## src/rtl/simon_pkg.sv

```systemverilog
// Shared definitions for the Simon game slice: the 2-bit key/light code
// constants, the key encoder FSM state encoding, the stability counter
// width and small helpers used when a debounced press is accepted.
package simon_pkg;

  // Width of the debounce stability counter.
  localparam int unsigned CNT_W = 20;

  // Key / light codes. The key encoder and the light sequencer use the
  // same encoding so a pressed key can be compared directly to a light.
  typedef logic [1:0] code_t;

  localparam code_t KEY0 = 2'b00;
  localparam code_t KEY1 = 2'b01;
  localparam code_t KEY2 = 2'b10;
  localparam code_t KEY3 = 2'b11;

  // Key encoder FSM states.
  typedef enum logic [1:0] {
    S_IDLE         = 2'b00,
    S_DEBOUNCE     = 2'b01,
    S_WAIT_RELEASE = 2'b10
  } key_state_t;

  // True when exactly one bit of the pressed vector is set.
  function automatic logic is_one_hot(input logic [3:0] v);
    return (v != 4'b0000) && ((v & (v - 4'd1)) == 4'b0000);
  endfunction

  // Code of a single pressed key. Only meaningful for one-hot input.
  function automatic code_t encode_key(input logic [3:0] v);
    code_t c;
    c = KEY0;
    unique case (v)
      4'b0001: c = KEY0;
      4'b0010: c = KEY1;
      4'b0100: c = KEY2;
      4'b1000: c = KEY3;
      default: c = KEY0;
    endcase
    return c;
  endfunction

endpackage

```

## src/rtl/key_sync.sv

```systemverilog
// Two-flop synchronizer for the four raw active-low pushbuttons.
// The inversion is done in front of the first flop, so both flops hold the
// "pressed" sense and reset to all-zero (no key pressed).
//
// Ports:
//   clk      system clock
//   reset    asynchronous active-low reset
//   key_n    raw pushbuttons, active-low, asynchronous to clk
//   pressed  synchronized pressed vector (1 = key down)
module key_sync (
  input  logic       clk,
  input  logic       reset,
  input  logic [3:0] key_n,
  output logic [3:0] pressed
);

  logic [3:0] meta;

  always_ff @(posedge clk or negedge reset) begin
    if (!reset) begin
      meta    <= '0;
      pressed <= '0;
    end else begin
      meta    <= ~key_n;
      pressed <= meta;
    end
  end

endmodule

```

## src/rtl/key_press_encoder.sv

```systemverilog
// Debounces four pushbuttons and encodes a single accepted key press into a
// 2-bit code. A press must be stable for DEBOUNCE_CYCLES cycles to be
// accepted; a one-hot press pulses key_valid, a multi-key press pulses
// key_error. After acceptance the FSM waits for a debounced release before
// another press can be taken, so a held key reports exactly once.
//
// Ports:
//   clk        system clock
//   reset      asynchronous active-low reset
//   key_n      raw pushbuttons, active-low, asynchronous to clk
//   enable     1 = new presses are accepted
//   key_valid  one-cycle pulse: single-key press accepted
//   key_code   code of the last accepted key, held until next key_valid
//   key_error  one-cycle pulse: debounced press had several keys down
//   busy       registered decode of state != IDLE
module key_press_encoder #(
  parameter int unsigned DEBOUNCE_CYCLES = 500000
) (
  input  logic       clk,
  input  logic       reset,
  input  logic [3:0] key_n,
  input  logic       enable,
  output logic       key_valid,
  output logic [1:0] key_code,
  output logic       key_error,
  output logic       busy
);

  import simon_pkg::*;

  localparam logic [CNT_W-1:0] CNT_LAST = CNT_W'(DEBOUNCE_CYCLES - 1);

  logic [3:0]       p;
  key_state_t       state, state_d;
  logic [CNT_W-1:0] cnt, cnt_d;
  logic [3:0]       smp, smp_d;
  logic             key_valid_d;
  logic             key_error_d;
  code_t            key_code_d;
  logic             busy_d;

  key_sync u_key_sync (
    .clk     (clk),
    .reset   (reset),
    .key_n   (key_n),
    .pressed (p)
  );

  always_ff @(posedge clk or negedge reset) begin
    if (!reset) begin
      state     <= S_IDLE;
      cnt       <= '0;
      smp       <= '0;
      key_valid <= 1'b0;
      key_error <= 1'b0;
      key_code  <= KEY0;
      busy      <= 1'b0;
    end else begin
      state     <= state_d;
      cnt       <= cnt_d;
      smp       <= smp_d;
      key_valid <= key_valid_d;
      key_error <= key_error_d;
      key_code  <= key_code_d;
      busy      <= busy_d;
    end
  end

  always_comb begin
    state_d     = state;
    cnt_d       = cnt;
    smp_d       = smp;
    key_valid_d = 1'b0;
    key_error_d = 1'b0;
    key_code_d  = key_code;

    unique case (state)
      S_IDLE: begin
        if (enable && (p != '0)) begin
          state_d = S_DEBOUNCE;
          smp_d   = p;
          cnt_d   = '0;
        end
      end

      S_DEBOUNCE: begin
        // Any change in the pressed set (key added, removed or bounce) or
        // loss of enable abandons this press without reporting anything.
        if ((p != smp) || !enable) begin
          state_d = S_IDLE;
          cnt_d   = '0;
        end else if (cnt == CNT_LAST) begin
          state_d = S_WAIT_RELEASE;
          cnt_d   = '0;
          if (is_one_hot(smp)) begin
            key_valid_d = 1'b1;
            key_code_d  = encode_key(smp);
          end else begin
            key_error_d = 1'b1;
          end
        end else begin
          cnt_d = cnt + CNT_W'(1);
        end
      end

      S_WAIT_RELEASE: begin
        // Enable is deliberately ignored: the release must always complete.
        if (p != '0) begin
          cnt_d = '0;
        end else if (cnt == CNT_LAST) begin
          state_d = S_IDLE;
          cnt_d   = '0;
        end else begin
          cnt_d = cnt + CNT_W'(1);
        end
      end

      default: begin
        state_d = S_IDLE;
        cnt_d   = '0;
      end
    endcase

    // Decoded from the next state so the registered busy tracks state.
    busy_d = (state_d != S_IDLE);
  end

endmodule

```

## config.mk

```make
export PLATFORM = sky130hd
export DESIGN_NAME = key_press_encoder
export DESIGN_NICKNAME = d
export VERILOG_FILES = /design/src/rtl/simon_pkg.sv /design/src/rtl/key_sync.sv /design/src/rtl/key_press_encoder.sv
export SDC_FILE = /design/constraint.sdc
export NUM_CORES = 1
export LEC_CHECK = 0
export CAP_MARGIN = 25
export CORE_MARGIN = 4
export CORE_UTILIZATION = 45
export CTS_CLUSTER_SIZE = 14
export DETAILED_ROUTE_END_ITERATION = 16
export PLACE_DENSITY = 0.65
export SYNTH_ARGS = -nofsm -noshare
export SYNTH_HDL_FRONTEND = slang
export SYNTH_SLANG_ARGS = --single-unit
```

## constraint.sdc

```tcl
create_clock -name clk -period 4.75 [get_ports clk]
set_input_delay 0.475 -clock clk [delete_from_list [all_inputs] [get_ports clk]]
set_output_delay 0.475 -clock clk [all_outputs]
set_load 0.02 [all_outputs]
```

; ---- Word-level counts from Yosys, hierarchy flattened
; Cells that the tools add are included.
[totals]
register_bits = 39
input_bits = 7
out_inout_bits = 5
wordCells = 53
[op_classes]
add_sub_neg = 2
n_eq_ne = 8
mux = 20
bitwise_logic = 3
n_reduce_logical = 11
[op_table]
columns = cell, count
row1 = 2-to-1 mux 20 bit, 4
row2 = one-hot mux 20 bit (3 select lines), 1
row3 = "adder 20 x 1 -> 20 bit, second input constant", 1
row4 = "equality test 20 x 19 -> 1 bit, second input constant", 1
row5 = one-hot mux 2 bit (3 select lines), 2
row6 = 2-to-1 mux 2 bit, 5
row7 = 2-to-1 mux 1 bit, 8
row8 = nonzero test 4 bit, 2
row9 = bitwise AND 4 bit, 1
row10 = "equality test 4 x 2 -> 1 bit, second input constant", 1
row11 = "equality test 4 x 3 -> 1 bit, second input constant", 1
row12 = "equality test 4 bit, second input constant", 1
row13 = logical NOT 4 bit, 1
row14 = != test 4 bit, 1
row15 = inverter 4 bit, 1
row16 = AND reduction 4 bit, 1
row17 = "subtractor 4 x 1 -> 4 bit, second input constant", 1
row18 = "equality test 2 x 1 -> 1 bit, second input constant", 1
row19 = "equality test 2 bit, second input constant", 1
row20 = logical AND 1 bit, 2
row21 = logical NOT 2 bit, 1
row22 = "!= test 2 bit, second input constant", 1
row23 = AND reduction 2 bit, 1
row24 = nonzero test 2 bit, 1
row25 = other kinds (3), 3

; ---- Longest topological paths before layout
[logic_depth]
ltp_word = 8
mapped_depth = 8
mapped_depth_nobuf = 6

; ---- Hierarchy
; A second synthesis with hierarchy kept.
[unflattened]
cells_unflattened = 200
area_unflattened_um2 = 2053.2
[by_module_without_submodules]
columns = module, instances, cells_per_inst, area_each_um2, seq_area_each_um2
row1 = key_press_encoder, 1, 188, 1838.0, 775.7
row2 = key_sync, 1, 12, 215.2, 200.2

; ---- Worst setup path after synthesis
; OpenSTA, ideal clock, no wires.
[synth_timing]
kind = register -> register
startpoint = reg cnt[7]
endpoint = reg key_code[0]
setup_time_ns = 0.127
t_arrival_ns = 1.863
t_required_ns = 4.623
slack_ns = 2.760
stages_incl_launch_ff = 6
n_path_buf = 0
synth_period_minus_slack_ns = 1.990
cell_sequence = dfrtp_1 -> or4_4 -> nor4_4 -> nand4_4 -> o41ai_2 -> nor2_1
[synth_between]
elab_chain_len = 2
[synth_lines]
columns = element, line
row1 = from (decl), key_press_encoder.sv:35  ; logic [CNT_W-1:0] cnt, cnt_d;
row2 = from (signal assigned), key_press_encoder.sv:60  ; cnt <= cnt_d;
row3 = equality test 20 x 19 -> 1 bit, key_press_encoder.sv:92  ; end else if (cnt == CNT_LAST) begin
row4 = AND reduction 4 bit (no line), -
row5 = to (signal assigned), key_press_encoder.sv:64  ; key_code <= key_code_d;
row6 = to (decl), key_press_encoder.sv:24  ; output logic [1:0] key_code,
; No other way between the ends.
; A chain may end at the register's enable or synchronous reset.

; ---- Worst setup path after layout
[layout_timing]
startpoint = reg cnt[7]
endpoint = reg cnt[17]
[layout_between]
elab_chain_len = 4
elab_cells_between_ends = 6
classes_between = add/sub (1) / eq/ne (1) / mux (4)
[layout_lines]
columns = element, line
row1 = adder 20 x 1 -> 20 bit or equality test 20 x 19 -> 1 bit (tied branches), -
row2 = 2-to-1 mux 20 bit *, "key_press_encoder.sv:92, key_press_encoder.sv:110"
row3 = 2-to-1 mux 20 bit (on tied branches), "key_press_encoder.sv:108, key_press_encoder.sv:89"
row4 = one-hot mux 20 bit (3 select lines) *, key_press_encoder.sv:77  ; unique case (state)
; Every way passes the cells marked *; elsewhere a longest branch is shown, timed or not.

==> impl_metrics.env <==
export IMPL_vias_per_cell=5.49
export IMPL_wirelength_um=3680
export IMPL_coreArea_um2=4380
export IMPL_place_hpwl_um=2690
export IMPL_synth_main_ff_cell="dfrtp_1"
export IMPL_met1_length_um=1770
export IMPL_synth_warnings=0
export IMPL_synthArstFlopShare=1.00
export IMPL_cts_inserted_buffers=5
export IMPL_start_util=0.469
export IMPL_placement_rows=24
export IMPL_report_final_slew_viol_count=0
export IMPL_grt_pass1_vias=1453
export IMPL_drive_gt1_frac=0.128
export IMPL_final_hold_viol_count=0
export IMPL_drc=0
export IMPL_syn_num_nets=211
export IMPL_grt_util_all_layers=0.154
export IMPL_synth_edf_count=0
export IMPL_worst_setup_path_end_kind="flip-flop"
export IMPL_cts_sinks=39
export IMPL_rsz0062_at_grt="false"
export IMPL_htreeDepth=2
export IMPL_final_cells=263
export IMPL_ios=12
export IMPL_ys_ff_latch=39
export IMPL_tightest_slew_ns=0.834
export IMPL_cts_resized=0
export IMPL_finalCriticalPeriod_ns=2.24
export IMPL_grt_pass1_wl_um=6610
export IMPL_timing_setup_tns_ns=0
export IMPL_status="finished, final reports clean"
export IMPL_max_freq_mhz=447
export IMPL_antenna_found_initial=0
export IMPL_crit_type="flip-flop to flip-flop"
export IMPL_routedWlPerCell_um=14.0
export IMPL_die_y_um=75.6
export IMPL_ys_top_cells_by_count="dfrtp_1 (39), nor2_1 (23), nand2_1 (16), xor2_1 (16), nand3_1 (13)"
export IMPL_yosysMostFrequentCell="dfrtp_1"
export IMPL_power_leakage_nw=1.01
export IMPL_fin_worst_skew_ns=0.00544
export IMPL_yosys_area_top_type="dfrtp_1"
export IMPL_synth_area_per_cell_um2=10.3
export IMPL_grt_ovfl_total=0
export IMPL_drv_cap=0
export IMPL_die_area_um2=5710
export IMPL_start_kind="flip-flop"
export IMPL_setup_viol=0
export IMPL_cts_root_buf="clkbuf_8"
export IMPL_clkTransAtPathRegs_ns=0.08
export IMPL_synth_seq_area_share=0.475
export IMPL_fin_nets=222
export IMPL_critPathMaxFanout=15
export IMPL_synth_top_area_frac=0.475
export IMPL_die_w_um=75.6
export IMPL_p_per_area_nw_per_um2=295
export IMPL_clk_latency_ns=0.29
export IMPL_drt_iter0_markers=100
export IMPL_post_cts_buffers=0
export IMPL_synthTopCellsByArea="dfrtp_1 (47%), xor2_1 (6.8%), nor2_1 (4.2%)"
export IMPL_portBuffers=11
export IMPL_wl_met2_um=1740
export IMPL_dr_total_vias=1445
export IMPL_slew_limit_headroom=0.444
export IMPL_grt_max_degree=40
export IMPL_area_delta_synth_final_pct=13.2
export IMPL_arrival_ns=2.39
export IMPL_cts_tree="built"
export IMPL_postCtsHoldBufs=0
export IMPL_met3WireLength_um=90
export IMPL_ys_types=44
export IMPL_synthCells=199
export IMPL_fin_crit_sh=0.471
export IMPL_ant_nets=0
export IMPL_highest_layer="met4"
export IMPL_syn_area_um2=2060
export IMPL_place_congestion=0.822
export IMPL_placedCellCount=255
export IMPL_vdd_ir_drop_worst_uv=201
export IMPL_drtPass1Iterations=4
export IMPL_cts_max_path_buffers=2
export IMPL_crit_required_ns=4.91
export IMPL_diodes=0
export IMPL_hold_path_class="primary input to asynchronous set/reset pin"
==> cell families (layout without fill, tap and decap cells) <==
kind of cell,count (synthesis),after routing,share of synthesized area
simple gates,88,88,0.238
buf+inv,17,29,0.0353
mux,6,6,0.0316
compound gates,24,24,0.105
fa+ha+maj,5,5,0.0304
xor+xnor,20,20,0.0852
flops,39,39,0.475
==> per-stage QoR <==
step / power [mW] / hold slack (ns) / setup WS (ns) / utilization / instance area [µm²]
6_report: 0.686 / 0.280 / 2.51 / 0.531 / 2330
5_1_grt: 0.710 / 0.359 / 2.36 / 0.531 / 2330
4_1_cts: 0.694 / 0.319 / 2.51 / 0.531 / 2330
3_5_place_dp: 0.365 / 0.337 / 2.49 / 0.500 / 2190
3_3_place_gp: 0.364 / 0.334 / 2.52 / 0.500 / 2190
2_1_floorplan: 0.352 / 0.179 / 2.76 / - / 2060
==> layer usage <==
| metal | track usage | up-vias |
|---|---|---|
| met5 | 0 | - |
| met4 | 0.0718 | 0 |
| met3 | 0.0356 | 4 |
| met2 | 0.244 | 14 |
| met1 | 0.201 | 711 |
| li1 | - | 716 |
==> sequential cells by signal, indices dropped and copies added (netlist names) <==
register / count
busy: 1
u_key_sync.pressed: 4
key_code: 2
smp: 4
key_valid: 1
u_key_sync.meta: 4
state: 2
key_error: 1
cnt: 20
==> final timing paths <==
| kind | cells after the start | slack, ns | endpoint | startpoint |
|---|---|---|---|---|
| min in group clk | 0 | 0.35 | u_key_sync.pressed[0]$_DFF_PN0_ | u_key_sync.meta[0]$_DFF_PN0_ |
| max reg2reg | 5 | 2.51 | cnt[17]$_DFFE_PN0P_ | cnt[7]$_DFFE_PN0P_ |
| min | 1 | 0.28 | cnt[10]$_DFFE_PN0P_ | reset |
| max | 5 | 2.51 | cnt[17]$_DFFE_PN0P_ | cnt[7]$_DFFE_PN0P_ |
| min reg2reg | 0 | 0.35 | u_key_sync.pressed[0]$_DFF_PN0_ | u_key_sync.meta[0]$_DFF_PN0_ |
| max in group asynchronous | 1 | 3.94 | smp[3]$_DFFE_PN0P_ | reset |
==> cells in the final DEF (no fill, tap or decap), types with 3 or more instances in the layout <==
master,synthesis,routed
clkbuf_8,0,5
nand2_1,16,16
and3_1,6,6
nand4_1,6,6
inv_1,10,10
clkdlybuf4s50_1,0,10
o21ai_0,3,3
nor4_1,3,3
and2_1,4,4
xor2_1,16,16
a31oi_1,3,3
nand3_1,13,13
nor2b_1,3,3
ha_1,5,5
a21oi_1,4,4
mux2_2,4,4
dfrtp_1,39,39
nor2_1,23,23
xnor2_1,4,4
==> layout make-up <==
cell class,instances,area [µm²]
clock buffers,5,68.8
clock inverters,3,67.6
fillers,396,2060
flip-flops and latches,39,976
well taps,52,65.1
inverters,10,37.5
repair buffers,11,105
multi-input cells,143,1010
==> where the power goes <==
part           internal, mW  switching, mW  total, mW
clock network         0.209          0.119      0.328
logic               0.00708         0.0118     0.0189
registers             0.335        0.00336      0.339
==> critical path, stage by stage (launching register included) <==
cell	delay [ns]
dfrtp_1	0.42
or4_4	0.58
nor4_4	0.38
nand2_2	0.20
a21oi_4	0.42
nor2_1	0.10
No activity file was read; power rests on OpenSTA's default activity.
